File: src/rtl/bcd_updown_counter.sv
// bcd_updown_counter: multi-digit BCD up/down counter with load, cascade tc and wrap/saturate terminal behaviour
module bcd_updown_counter #(
  parameter int DIGITS = 2,
  parameter bit WRAP   = 1'b1
) (
  input  logic                  clk,
  input  logic                  rst,
  input  logic                  en,
  input  logic                  up,
  input  logic                  load,
  input  logic [4*DIGITS-1:0]   load_val,
  output logic [4*DIGITS-1:0]   cnt,
  output logic                  tc,
  output logic                  wrapped
);
  logic [4*DIGITS-1:0] cnt_q, cnt_d, step, clamp;
  logic [DIGITS:0] chain;
  logic wrapped_q, wrapped_d;
  assign chain[0] = 1'b1;
  for (genvar d = 0; d < DIGITS; d++) begin : g_dig
    logic [3:0] n, l;
    assign n = cnt_q[4*d +: 4];
    assign l = load_val[4*d +: 4];
    assign chain[d+1] = chain[d] & (up ? n == 4'd9 : n == 4'd0);
    assign step[4*d +: 4] = !chain[d] ? n : up ? (n == 4'd9 ? 4'd0 : n + 4'd1) : (n == 4'd0 ? 4'd9 : n - 4'd1);
    assign clamp[4*d +: 4] = l > 4'd9 ? 4'd9 : l;
  end
  // chain[DIGITS] marks the terminal value for the current direction
  always_comb begin
    cnt_d = load ? clamp : (en && (WRAP || !chain[DIGITS])) ? step : cnt_q;
    wrapped_d = !load && en && chain[DIGITS] && WRAP;
  end
  always_ff @(posedge clk) begin
    if (rst) begin
      cnt_q <= '0;
      wrapped_q <= 1'b0;
    end else begin
      cnt_q <= cnt_d;
      wrapped_q <= wrapped_d;
    end
  end
  assign cnt = cnt_q;
  assign wrapped = wrapped_q;
  assign tc = en & chain[DIGITS];
endmodule

File: config.mk
export PLATFORM = sky130hd
export DESIGN_NAME = bcd_updown_counter
export DESIGN_NICKNAME = d
export VERILOG_FILES = /design/src/rtl/bcd_updown_counter.sv
export SDC_FILE = /design/constraint.sdc
export NUM_CORES = 1
export LEC_CHECK = 0
export ABC_CLOCK_PERIOD_IN_PS = 3300
export BUFFER_PORTS_ARGS = -buffer_cell sky130_fd_sc_hd__clkbuf_2
export CAP_MARGIN = 20
export CORE_MARGIN = 10
export CORE_UTILIZATION = 53
export DETAILED_ROUTE_END_ITERATION = 12
export PLACE_DENSITY = 0.89
export SLEW_MARGIN = 30
export SYNTH_ARGS = -nofsm -noshare
export SYNTH_HDL_FRONTEND = slang
export SYNTH_SLANG_ARGS = --single-unit
File: constraint.sdc
create_clock -name clk -period 3.3 [get_ports clk]
set_clock_uncertainty 0.1 [all_clocks]
set_input_delay 0.495 -clock clk [delete_from_list [all_inputs] [get_ports clk]]
set_output_delay 0.495 -clock clk [all_outputs]
set_load 0.03 [all_outputs]
# Word-level counts from Yosys, hierarchy flattened

Index checks and enable logic that the tools add are counted.

Add/subtract/negate cells: 4
$lt $le $gt $ge: 2
Equality and inequality tests: 2
Multiplexer cells: 13
Bitwise gates (word level): 2
Reductions and logical operators: 8

Operators with widths:

| cell                                                 | number |
|---|---|
| 2-to-1 mux 4 bit                                     | 9 |
| 2-to-1 mux 8 bit                                     | 2 |
| adder 4 x 1 -> 4 bit, second input constant          | 2 |
| == test 4 bit, second input constant                 | 2 |
| greater-than comparator 4 bit, second input constant | 2 |
| logical NOT 4 bit                                    | 2 |
| subtractor 4 x 1 -> 4 bit, second input constant     | 2 |
| nonzero test 2 bit                                   | 2 |
| AND 1 bit                                            | 2 |
| logical AND 1 bit                                    | 2 |
| 2-to-1 mux 1 bit                                     | 2 |
| AND reduction 2 bit                                  | 1 |
| logical NOT 1 bit                                    | 1 |

Register bits after elaboration: 9
Input port bits: 13
Output and inout bits: 10
Logic and storage cells: 34

# Depth between registers and ports, before layout

Depth after elaboration: 6
Mapped depth: 6
Mapped depth without buffers: 4

# Least setup slack after synthesis

OpenSTA, ideal clock, no wires.

Path kind: input -> output
Start point: input port up
End point: output port tc
Arrival: 1.788 ns
Required time: 2.705 ns
Slack: 0.917 ns
Stages on the path: 3
Buffers on the path: 1
Path through: buf_4 > or3_4 > a2111oi_2

Cells in the longest elaborated chain, start to end: 3
Elaborated cells on any way between the ends: 4
Those cells by class: 2 x mux; 2 x bitwise

RTL lines:

| item               | line | RTL |
|---|---|---|
| start: declaration | 9    | `input logic up,` |
| 2-to-1 mux 1 bit   | 24   | `assign chain[d+1] = chain[d] & (up ? n == 4'd9 : n == 4'd0);` |
| AND 1 bit (*)      | 24   |  |
| AND 1 bit (*)      | 44   | `assign tc = en & chain[DIGITS];` |
| end: declaration   | 13   | `output logic tc,` |

Every way passes the cells marked *; elsewhere a longest branch is shown, timed or not.

# Worst setup path after layout

Start point: register cnt_q[4], in the netlist cnt[4]
End point: output port tc

Cells in the longest elaborated chain, start to end: 4
Elaborated cells on any way between the ends: 5
Those cells by class: 1 x eq/ne; 1 x mux; 2 x bitwise; 1 x reduce/logical

RTL lines:

| item                                               | line | RTL |
|---|---|---|
| start: declaration                                 | 16   | `logic [4*DIGITS-1:0] cnt_q, cnt_d, step, clamp;` |
| start signal: assignment                           | 38   | `cnt_q <= cnt_d;` |
| == test 4 bit or logical NOT 4 bit (tied branches) | 24   |  |
| 2-to-1 mux 1 bit (*)                               | 24   |  |
| AND 1 bit (*)                                      | 24   |  |
| AND 1 bit (*)                                      | 44   |  |

Marks and branches as above.

==> flow_summary.json <==
{
  "dr.pass1.iters": 4,
  "netlist-cell-type-count": 44,
  "yosys.area_share.adder_pct": 0,
  "reg2reg_from": "cnt[0]$_SDFFE_PP0P_",
  "maxCapViolCount": 0,
  "insertion_delay_ns": 0.27,
  "met1_length_um": 869,
  "synth_xor_area_share_pct": 5.804,
  "routabilityCongestion": 0.8349,
  "leakage_nw": 0.3239,
  "async_reset_ff_share_pct": 0,
  "final_util_pct": 64.20,
  "cts_tree": "built",
  "maxSlewHeadroom_pct": 72.82,
  "wl_met3_um": 143,
  "drv_slew": 0,
  "yosys.area_share.simple_pct": 27.53,
  "synth_nets": 106,
  "die_area_um2": 3333,
  "power.switching_mw": 0.1114,
  "drt_iter0_markers": 38,
  "yosys-top-cells-area": "dfxtp_1 (24%), a21oi_1 (4.6%), o21ai_0 (4.0%), nor2_1 (3.5%), a221oi_1 (3.5%)",
  "num_vias": 759,
  "postRouteAntennaNets": 0,
  "cpMaxStageDelayCell": "or3_4",
  "antenna_found_initial": 0,
  "design.core.area_um2": 1318,
  "cts_buffer_depth": 2,
  "clk_pin_slew_worst_paths_ns": 0.06,
  "viasPerCell": 6.121,
  "crit_buf_inv": 1,
  "grt_max_degree": 20,
  "outcome": "finished clean",
  "placed_area_um2": 819.5,
  "clock_sinks": 9,
  "critical_path.cell_chain": "or3_4 -> a2111oi_2 -> clkbuf_2",
  "setup_tns_ns": 0,
  "peakVddDrop_mv": 0.1348,
  "syn_to_final_growth_pct": 12.11,
  "layout-drive-gt1-share_pct": 31.19,
  "setup_slack_ns": 0.9072,
  "path_max_fanout": 11,
  "p_int_mw": 0.2001,
  "hold_viol": 0,
  "dr_wl_met2_um": 752,
  "grt_first_pass_wirelength_um": 2932,
  "die_width_um": 57.73,
  "setup_viol": 0,
  "cts_root_buf": "clkbuf_4",
  "clockPowerShare_pct": 27.8,
  "power.share.sequential_pct": 43.6,
  "num_antenna_cells": 0,
  "synth-edff-count": 0,
  "synth_top_area_share_pct": 23.88,
  "worst-slew-pin-transition_ns": 0.4071,
  "synthTopCellsByCount": "dfxtp_1 (9), a21oi_1 (7), nor2_1 (7)",
  "critPathMaxStageDelay_ns": 0.43,
  "rsz0062_at_grt": "false",
  "worstPathArrival_ns": 1.80,
  "place_ws_ns": 0.9318,
  "cp_top_family": "simple AND/OR/NAND/NOR gates",
  "synth_top_area_cell": "dfxtp_1",
  "post-synth-top-count-cell": "dfxtp_1",
  "synth_compound_area_share_pct": 32.84,
  "cp.required_ns": 2.70,
  "syn_avg_cell_area_um2": 8.113,
  "dp_hpwl_um": 1350,
  "final_nets": 123,
  "io_buffer_count": 22,
  "grt_pass1_vias": 618,
  "synth-seq-cells": 9,
  "drc": 0,
  "cts_hold_buffers": 0,
  "fp-row-count": 13,
  "pin_count": 23,
  "hp-start": "load_val[2]",
  "start_util_pct": 57.26,
  "cts_resized": 0,
  "post_cts_buffers": 0,
  "synth.yosys.seq_area_share_pct": 23.88,
  "design_area_um2": 845.8,
  "comb_power_share_pct": 28.5,
  "top_layer": "met4",
  "max_freq_mhz": 417.9,
  "dpl.cell_count": 120,
  "endpoint_kind": "output pin",
  "n_fill_cell": 108,
  "cts_inserted_buffers": 3,
  "fin_crit_sh_pct": 72.51,
  "wl_um": 1830,
  "muxShareOfSynthArea_pct": 0,
  "yosys_warnings": 0,
  "cts_max_level": 1,
  "startpoint_type": "flop",
  "switching_share_pct": 35.76,
  "powerDensity_nw_per_um2": 368.3,
  "synth_top_family_by_area": "compound AO/OA/AOI/OAI gates",
  "die_h_um": 57.73,
  "final_cells": 124,
  "synthFlopType": "dfxtp_1",
  "period_needed_ns": 2.393,
  "drt-wirelength-per-cell_um": 14.76,
  "global_route.overflow_total": 0,
  "crit_type": "reg -> out",
  "synth_cells": 93,
  "hold_path_class": "in -> reg",
  "synth_area_um2": 754.5,
  "crit_path_start": "cnt[4]$_SDFFE_PP0P_",
  "globalRouteTotalUtil_pct": 10.69
}
## placed cells by master (no fill, tap or decap), types with 2 or more instances in the layout
master	count
clkbuf_4	3
or3_1	3
and3_1	2
nand2b_1	2
inv_1	2
o211ai_1	3
dfxtp_1	9
xor2_1	2
nor2_1	7
xnor2_1	3
a21oi_1	7
nor3_1	2
nand2_1	3
nand3_1	2
clkbuf_2	22
nand3b_1	2
nor2b_1	2
o21ai_0	6
a221oi_1	3
## through the flow
stage / power [mW] / hold slack (ns)
2_1_floorplan: 0.2081 / 0.5062
3_3_place_gp: 0.2235 / 0.5064
3_5_place_dp: 0.2256 / 0.5114
4_1_cts: 0.3122 / 0.3854
5_1_grt: 0.3257 / 0.4181
6_report: 0.3115 / 0.3903
## cells by family after synthesis
kind of cell | Yosys count
AND/OR/NAND/NOR | 34
flip-flops | 9
AO/OA/AOI/OAI | 32
buffers and inverters | 13
XOR/XNOR | 5
## worst paths after layout
kind / endpoint / cells after the start / slack [ns]
worst min-delay path: cnt[2]$_SDFFE_PP0P_ / 3 / 0.39
worst max-delay path: tc / 3 / 0.91
worst min register to register: cnt[7]$_SDFFE_PP0P_ / 2 / 0.53
worst max register to register: cnt[6]$_SDFFE_PP0P_ / 4 / 1.52
## power groups by stage
stage                     clock network (mW)  logic, mW  registers, mW
after global routing                  0.0911     0.0971          0.137
after detailed placement                   0     0.0882          0.137
after CTS                             0.0885     0.0886          0.135
after global placement                     0     0.0867          0.137
final                                 0.0867     0.0889          0.136
after floorplan                            0     0.0695          0.139
## registers in the layout, indices dropped and copies added, names as in the netlist
register  cells
cnt           8
wrapped       1
## worst min-delay path: stages
cell,delay [ns]
clkbuf_2,0.09
nand3b_1,0.07
a21oi_1,0.05
## area by class of cell
cell class	count	area [µm²]	share of cell area, %
Multi-Input combinational cell	71	499.2	59.02
Sequential cell	9	180.2	21.30
Timing Repair Buffer	22	110.1	13.02
Clock buffer	4	26.28	3.107
Tap cell	15	18.77	2.219
Inverter	3	11.26	1.331
## layer usage
metal / up-vias / global-route usage (%)
met5: - / 0
met1: 343 / 14.81
met2: 30 / 12.88
li1: 381 / -
met3: 5 / 2.832
met4: 0 / 9.060
No activity file was read; power rests on OpenSTA's default activity.
